[src/rtl/uart_pkg.sv]
// Shared constants and FSM state encodings for the UART echo endpoint.
package uart_pkg;

  localparam int unsigned DATA_BITS = 8;

  typedef enum logic [2:0] {
    RxIdle,
    RxStart,
    RxData,
    RxStop,
    RxBreak
  } rx_state_e;

  typedef enum logic [1:0] {
    TxIdle,
    TxStart,
    TxData,
    TxStop
  } tx_state_e;

endpackage

[src/rtl/uart_echo_if.sv]
// Serial line pair of the echo endpoint; the device drives tx, the far end drives rx.
interface uart_echo_if;

  logic rx;
  logic tx;

  modport dut (
    input  rx,
    output tx
  );

  modport host (
    output rx,
    input  tx
  );

endinterface

[src/rtl/uart_tx_engine.sv]
// 8N1 transmitter: baud counter, shift register and TX FSM with a registered tx line.
module uart_tx_engine
  import uart_pkg::*;
#(
  parameter int unsigned CLKS_PER_BIT = 16
) (
  input  logic                 clk,
  input  logic                 reset,
  input  logic                 load,
  input  logic [DATA_BITS-1:0] data,
  output logic                 busy,
  output logic                 tx
);

  localparam int unsigned CW = $clog2(CLKS_PER_BIT) + 1;
  localparam logic [CW-1:0] BitLast = CW'(CLKS_PER_BIT - 1);

  tx_state_e            state_q, state_d;
  logic [CW-1:0]        cnt_q, cnt_d;
  logic [2:0]           idx_q, idx_d;
  logic [DATA_BITS-1:0] shift_q, shift_d;
  logic                 tx_q, tx_d;

  always_ff @(posedge clk or negedge reset) begin
    if (!reset) begin
      state_q <= TxIdle;
      cnt_q   <= '0;
      idx_q   <= '0;
      shift_q <= '0;
      tx_q    <= 1'b1;
    end else begin
      state_q <= state_d;
      cnt_q   <= cnt_d;
      idx_q   <= idx_d;
      shift_q <= shift_d;
      tx_q    <= tx_d;
    end
  end

  always_comb begin
    state_d = state_q;
    cnt_d   = cnt_q;
    idx_d   = idx_q;
    shift_d = shift_q;
    tx_d    = 1'b1;
    unique case (state_q)
      TxIdle: begin
        if (load) begin
          shift_d = data;
          cnt_d   = '0;
          idx_d   = '0;
          state_d = TxStart;
        end
      end
      TxStart: begin
        if (cnt_q == BitLast) begin
          cnt_d   = '0;
          state_d = TxData;
        end else begin
          cnt_d = cnt_q + 1'b1;
        end
      end
      TxData: begin
        if (cnt_q == BitLast) begin
          cnt_d = '0;
          if (idx_q == 3'(DATA_BITS - 1)) begin
            state_d = TxStop;
          end else begin
            idx_d   = idx_q + 1'b1;
            shift_d = shift_q >> 1;
          end
        end else begin
          cnt_d = cnt_q + 1'b1;
        end
      end
      TxStop: begin
        if (cnt_q == BitLast) begin
          cnt_d   = '0;
          state_d = TxIdle;
        end else begin
          cnt_d = cnt_q + 1'b1;
        end
      end
      default: state_d = TxIdle;
    endcase
    // Line level follows the next state so tx stays a clean flop output.
    unique case (state_d)
      TxStart: tx_d = 1'b0;
      TxData:  tx_d = shift_d[0];
      default: tx_d = 1'b1;
    endcase
  end

  assign busy = (state_q != TxIdle);
  assign tx   = tx_q;

endmodule

[src/rtl/uart_echo.sv]
// UART echo endpoint: synchronised 8N1 receiver feeding a one-entry buffer that drives the transmitter.
module uart_echo
  import uart_pkg::*;
#(
  parameter int unsigned CLKS_PER_BIT = 16
) (
  input logic      clk,
  input logic      reset,
  uart_echo_if.dut ser
);

  localparam int unsigned CW = $clog2(CLKS_PER_BIT) + 1;
  localparam logic [CW-1:0] HalfLast = CW'(CLKS_PER_BIT / 2 - 1);
  localparam logic [CW-1:0] BitLast  = CW'(CLKS_PER_BIT - 1);

  logic rx_meta_q, rx_sync_q;

  always_ff @(posedge clk or negedge reset) begin
    if (!reset) begin
      rx_meta_q <= 1'b1;
      rx_sync_q <= 1'b1;
    end else begin
      rx_meta_q <= ser.rx;
      rx_sync_q <= rx_meta_q;
    end
  end

  rx_state_e            state_q, state_d;
  logic [CW-1:0]        cnt_q, cnt_d;
  logic [2:0]           idx_q, idx_d;
  logic [DATA_BITS-1:0] shift_q, shift_d;
  logic                 rx_valid;

  always_ff @(posedge clk or negedge reset) begin
    if (!reset) begin
      state_q <= RxIdle;
      cnt_q   <= '0;
      idx_q   <= '0;
      shift_q <= '0;
    end else begin
      state_q <= state_d;
      cnt_q   <= cnt_d;
      idx_q   <= idx_d;
      shift_q <= shift_d;
    end
  end

  always_comb begin
    state_d  = state_q;
    cnt_d    = cnt_q;
    idx_d    = idx_q;
    shift_d  = shift_q;
    rx_valid = 1'b0;
    unique case (state_q)
      RxIdle: begin
        if (!rx_sync_q) begin
          cnt_d   = '0;
          state_d = RxStart;
        end
      end
      RxStart: begin
        // A start bit that is high again at its midpoint was a glitch.
        if (cnt_q == HalfLast) begin
          cnt_d   = '0;
          idx_d   = '0;
          state_d = rx_sync_q ? RxIdle : RxData;
        end else begin
          cnt_d = cnt_q + 1'b1;
        end
      end
      RxData: begin
        if (cnt_q == BitLast) begin
          cnt_d   = '0;
          shift_d = {rx_sync_q, shift_q[DATA_BITS-1:1]};
          if (idx_q == 3'(DATA_BITS - 1)) begin
            state_d = RxStop;
          end else begin
            idx_d = idx_q + 1'b1;
          end
        end else begin
          cnt_d = cnt_q + 1'b1;
        end
      end
      RxStop: begin
        if (cnt_q == BitLast) begin
          cnt_d = '0;
          if (rx_sync_q) begin
            rx_valid = 1'b1;
            state_d  = RxIdle;
          end else begin
            state_d = RxBreak;
          end
        end else begin
          cnt_d = cnt_q + 1'b1;
        end
      end
      RxBreak: begin
        if (rx_sync_q) state_d = RxIdle;
      end
      default: state_d = RxIdle;
    endcase
  end

  logic                 buf_full_q, buf_full_d;
  logic [DATA_BITS-1:0] buf_data_q, buf_data_d;
  logic                 tx_busy, tx_load;

  assign tx_load = buf_full_q && !tx_busy;

  always_comb begin
    buf_full_d = buf_full_q;
    buf_data_d = buf_data_q;
    if (tx_load) buf_full_d = 1'b0;
    // A byte arriving while the held byte is still waiting is dropped.
    if (rx_valid && (!buf_full_q || tx_load)) begin
      buf_full_d = 1'b1;
      buf_data_d = shift_q;
    end
  end

  always_ff @(posedge clk or negedge reset) begin
    if (!reset) begin
      buf_full_q <= 1'b0;
      buf_data_q <= '0;
    end else begin
      buf_full_q <= buf_full_d;
      buf_data_q <= buf_data_d;
    end
  end

  uart_tx_engine #(
    .CLKS_PER_BIT(CLKS_PER_BIT)
  ) u_tx (
    .clk  (clk),
    .reset(reset),
    .load (tx_load),
    .data (buf_data_q),
    .busy (tx_busy),
    .tx   (ser.tx)
  );

endmodule

[src/flat_wrapper.sv]
// flat-port wrapper written by rule: the top's interface ports become plain ports
module uart_echo_flat import uart_pkg::*;
#(
  parameter int unsigned CLKS_PER_BIT = 16
)
  (clk, reset, ser_rx, ser_tx);
  uart_echo_if ser_i ();
  input logic clk;
  input logic reset;
  input wire logic [$bits(ser_i.rx)-1:0] ser_rx;
  output wire logic [$bits(ser_i.tx)-1:0] ser_tx;
  assign ser_i.rx = ser_rx;
  assign ser_tx = ser_i.tx;
  uart_echo #(.CLKS_PER_BIT(CLKS_PER_BIT)) u_core (.clk(clk), .reset(reset), .ser(ser_i));
endmodule
[config.mk]
export PLATFORM = sky130hd
export DESIGN_NAME = uart_echo_flat
export DESIGN_NICKNAME = d
export VERILOG_FILES = /design/src/rtl/uart_pkg.sv /design/src/rtl/uart_echo_if.sv /design/src/rtl/uart_tx_engine.sv /design/src/rtl/uart_echo.sv /design/src/flat_wrapper.sv
export SDC_FILE = /design/constraint.sdc
export NUM_CORES = 1
export LEC_CHECK = 0
export ABC_CLOCK_PERIOD_IN_PS = 3300
export CORE_AREA = 2 2 72 74
export CTS_CLUSTER_SIZE = 25
export DETAILED_ROUTE_END_ITERATION = 6
export DIE_AREA = 0 0 74 76
export DONT_BUFFER_PORTS = 1
export HOLD_SLACK_MARGIN = 0.15
export PLACE_DENSITY = 0.64
export SYNTH_ARGS = -nofsm -noshare
export SYNTH_HDL_FRONTEND = slang
export SYNTH_HIERARCHICAL = 1
export SYNTH_SLANG_ARGS = --single-unit
export TNS_END_PERCENT = 5
[constraint.sdc]
create_clock -name clk -period 3.3 [get_ports clk]
set_input_delay 0.66 -clock clk [delete_from_list [all_inputs] [get_ports clk]]
set_output_delay 0.66 -clock clk [all_outputs]
set_load 0.03 [all_outputs]
==> results.sh <==
export IMPL_outcome="completed"
export IMPL_core_area_um2=4910
export IMPL_synth_seq_cells=49
export IMPL_synthTopCellsByCount="46 x dfrtp_1, 22 x nand2_1, 16 x mux2_2"
export IMPL_dp_cells=265
export IMPL_post_cts_resized=0
export IMPL_cts_root_buf="clkbuf_8"
export IMPL_final_layout_size_suffix_gt1_share_pct=16.7
export IMPL_leakage_nw=1.19
export IMPL_cp_arrival_ns=2.31
export IMPL_place_gp_congestion=0.919
export IMPL_grt_pass1_vias=1518
export IMPL_layoutNonFillerInstCount=274
export IMPL_clk_latency_ns=0.30
export IMPL_synth_async_reset_ratio_pct=100
export IMPL_fmax_ghz=0.471
export IMPL_setup_viol=0
export IMPL_synth_edff_count=0
export IMPL_die_w_um=74
export IMPL_synth_most_common_cell="dfrtp_1"
export IMPL_antenna_cells=0
export IMPL_postSynthCellCount=207
export IMPL_route_vias_total=1555
export IMPL_slew_headroom_pct=71.8
export IMPL_worst_pin_slew_ns=0.423
export IMPL_area_growth_pct=5.68
export IMPL_drt_initial_drc_count=68
export IMPL_port_buffers=0
export IMPL_grt_start_max_net_pins=47
export IMPL_syn_nets=217
export IMPL_synth_cell_type_count=50
export IMPL_htree_levels=2
export IMPL_period_needed_ns=2.12
export IMPL_cts_tree="done"
export IMPL_clock_skew_final_ns=0.00462
export IMPL_die_y_um=76
export IMPL_path_class="reg -> reg"
export IMPL_min_path_type="in -> async"
export IMPL_ant_nets=0
export IMPL_clkTransAtPathRegs_ns=0.09
export IMPL_antenna_found_initial=0
export IMPL_start_util_pct=48.4
export IMPL_clock_path_buffers=2
export IMPL_route_detailed_drc=0
export IMPL_grt_setup_unrepaired="false"
export IMPL_rows=26
export IMPL_peakVddDrop_v=0.000299
export IMPL_track_usage_pct=16.2
export IMPL_fin_crit_sh_pct=64.3
export IMPL_ys_flop_type="dfrtp_1"
export IMPL_worst_path_max_fanout=9
export IMPL_drv_cap=0
export IMPL_wl_um=4050
export IMPL_first_pass_iters=4
export IMPL_cts_buffers=5
export IMPL_synthesis_area_um2=2380
export IMPL_pin_count=4
export IMPL_via_per_inst=5.68
export IMPL_slew_viol_final=0
export IMPL_yosysTopAreaCellShare_pct=48.4
export IMPL_dp_final_hpwl_um=2840
export IMPL_cp_end_kind="flip-flop"
export IMPL_grt_ovfl_total=0
export IMPL_cts_sinks=49
export IMPL_syn_area_per_cell_um2=11.5
export IMPL_tns_ns=0
export IMPL_worstPathRequired_ns=3.49
export IMPL_synth_largest_area_cell="dfrtp_1"
export IMPL_ys_seq_area_share_pct=51.7
export IMPL_hold_violations=0
export IMPL_p_per_area_nw_per_um2=610
export IMPL_avgRoutedWirePerCell_um=14.8
export IMPL_yosysWarningCount=6
export IMPL_critPathLaunchType="flip-flop"
export IMPL_nets=213
export IMPL_synth_top_cells_by_area="dfrtp_1 48%, mux2_2 7.6%, ha_1 3.7%, nand2_1 3.5%, dfstp_2 3.3%"
export IMPL_grt_pass1_wl_um=7100
export IMPL_die_area_um2=5620
## stage by stage
stage / hold slack (ns) / cell area, um^2 / setup WS (ns) / util (%) / power, mW
after floorplan: 0.345 / 2380 / 1.51 / - / 1.11
after global placement: 0.350 / 2390 / 1.34 / 48.6 / 1.14
after detailed placement: 0.359 / 2390 / 1.22 / 48.6 / 1.17
after CTS: 0.182 / 2510 / 1.21 / 51.1 / 1.55
after global routing: 0.161 / 2510 / 0.981 / 51.1 / 1.64
final: 0.190 / 2510 / 1.18 / 51.1 / 1.53
## final cells by class
class | count | area, um^2
clock buffers | 6 | 82.6
clock inverters | 2 | 13.8
fillers | 433 | 2400
inverters | 6 | 22.5
multi-input cells | 140 | 1050
flip-flops and latches | 49 | 1230
well taps | 70 | 87.6
repair buffers | 1 | 27.5
## final timing paths
check,startpoint,end,slack (ns),cells after the start
setup / recovery,u_core/u_tx/state_q[1],u_core/u_tx/shift_q[0],1.18,7
hold / removal,reset,u_core/buf_full_q,0.19,1
setup reg to reg,u_core/u_tx/state_q[1],u_core/u_tx/shift_q[0],1.18,7
hold reg to reg,u_core/rx_meta_q,u_core/rx_sync_q,0.37,0
max in group asynchronous,reset,u_core/state_q[1],2.90,1
min in group clk,ser_rx,u_core/rx_meta_q,0.35,0
## report_power, final
part	leakage, nW	switching [mW]	internal [mW]
combinational	0.486	0.188	0.167
sequential	0.655	0.130	0.686
clock	0.0512	0.193	0.170
total	1.19	0.511	1.02
## placed cells by master, fill, tap and decap left out, types with 4 or more instances in the layout
| master | synthesis | routed |
|---|---|---|
| nor2_1 | 9 | 9 |
| mux2_2 | 16 | 16 |
| o21ai_0 | 5 | 5 |
| and3_1 | 4 | 4 |
| nor2b_1 | 4 | 4 |
| ha_1 | 7 | 7 |
| a21oi_1 | 7 | 7 |
| inv_1 | 6 | 6 |
| a221o_1 | 4 | 4 |
| dfrtp_1 | 46 | 46 |
| a22oi_1 | 4 | 4 |
| nand3_1 | 13 | 13 |
| clkbuf_8 | 0 | 6 |
| nand2_1 | 22 | 22 |
| mux2i_1 | 4 | 4 |
## registers in the layout, indices dropped and copies added (netlist names), 2 cells and up
register / cells
u_core/u_tx/state_q: 2
u_core/buf_data_q: 8
u_core/u_tx/shift_q: 8
u_core/state_q: 3
u_core/u_tx/cnt_q: 5
u_core/shift_q: 8
u_core/u_tx/idx_q: 3
u_core/idx_q: 3
u_core/cnt_q: 5
## what timing repair did
item,4_1_cts,5_1_grt
endpoints found under the setup margin,0,0
hold buffers,1,0
setup buffers,0,0
hold endpoints to repair,46,0
## per-layer routing
layer / vias to the layer above / global-route usage [%] / part of all wire, %
li1: 748 / - / -
met2: 27 / 25.4 / 50
met1: 773 / 21.6 / 46
met5: - / 0 / 0
met3: 7 / 4.37 / 2.9
met4: 0 / 5.09 / 1.4
## kinds of logic after synthesis
| logic type | Yosys count | synth area share, % |
|---|---|---|
| AND/OR/NAND/NOR | 71 | 17.8 |
| flip-flops | 49 | 51.7 |
| AO/OA/AOI/OAI | 40 | 12.6 |
| multiplexers | 20 | 9.26 |
| buffers and inverters | 18 | 4.16 |
| adder cells (fa/ha/maj) | 7 | 3.68 |
| XOR/XNOR | 2 | 0.737 |
## worst max-delay path: stages (launching register included)
cell and delay, ns:
dfrtp_1 0.53, nor2_4 0.24, inv_1 0.14, nor2b_1 0.25, nor2b_1 0.26, mux2i_1 0.22, a21oi_1 0.07, a221o_1 0.29
Note: power is estimated with default switching activity, not from simulation.
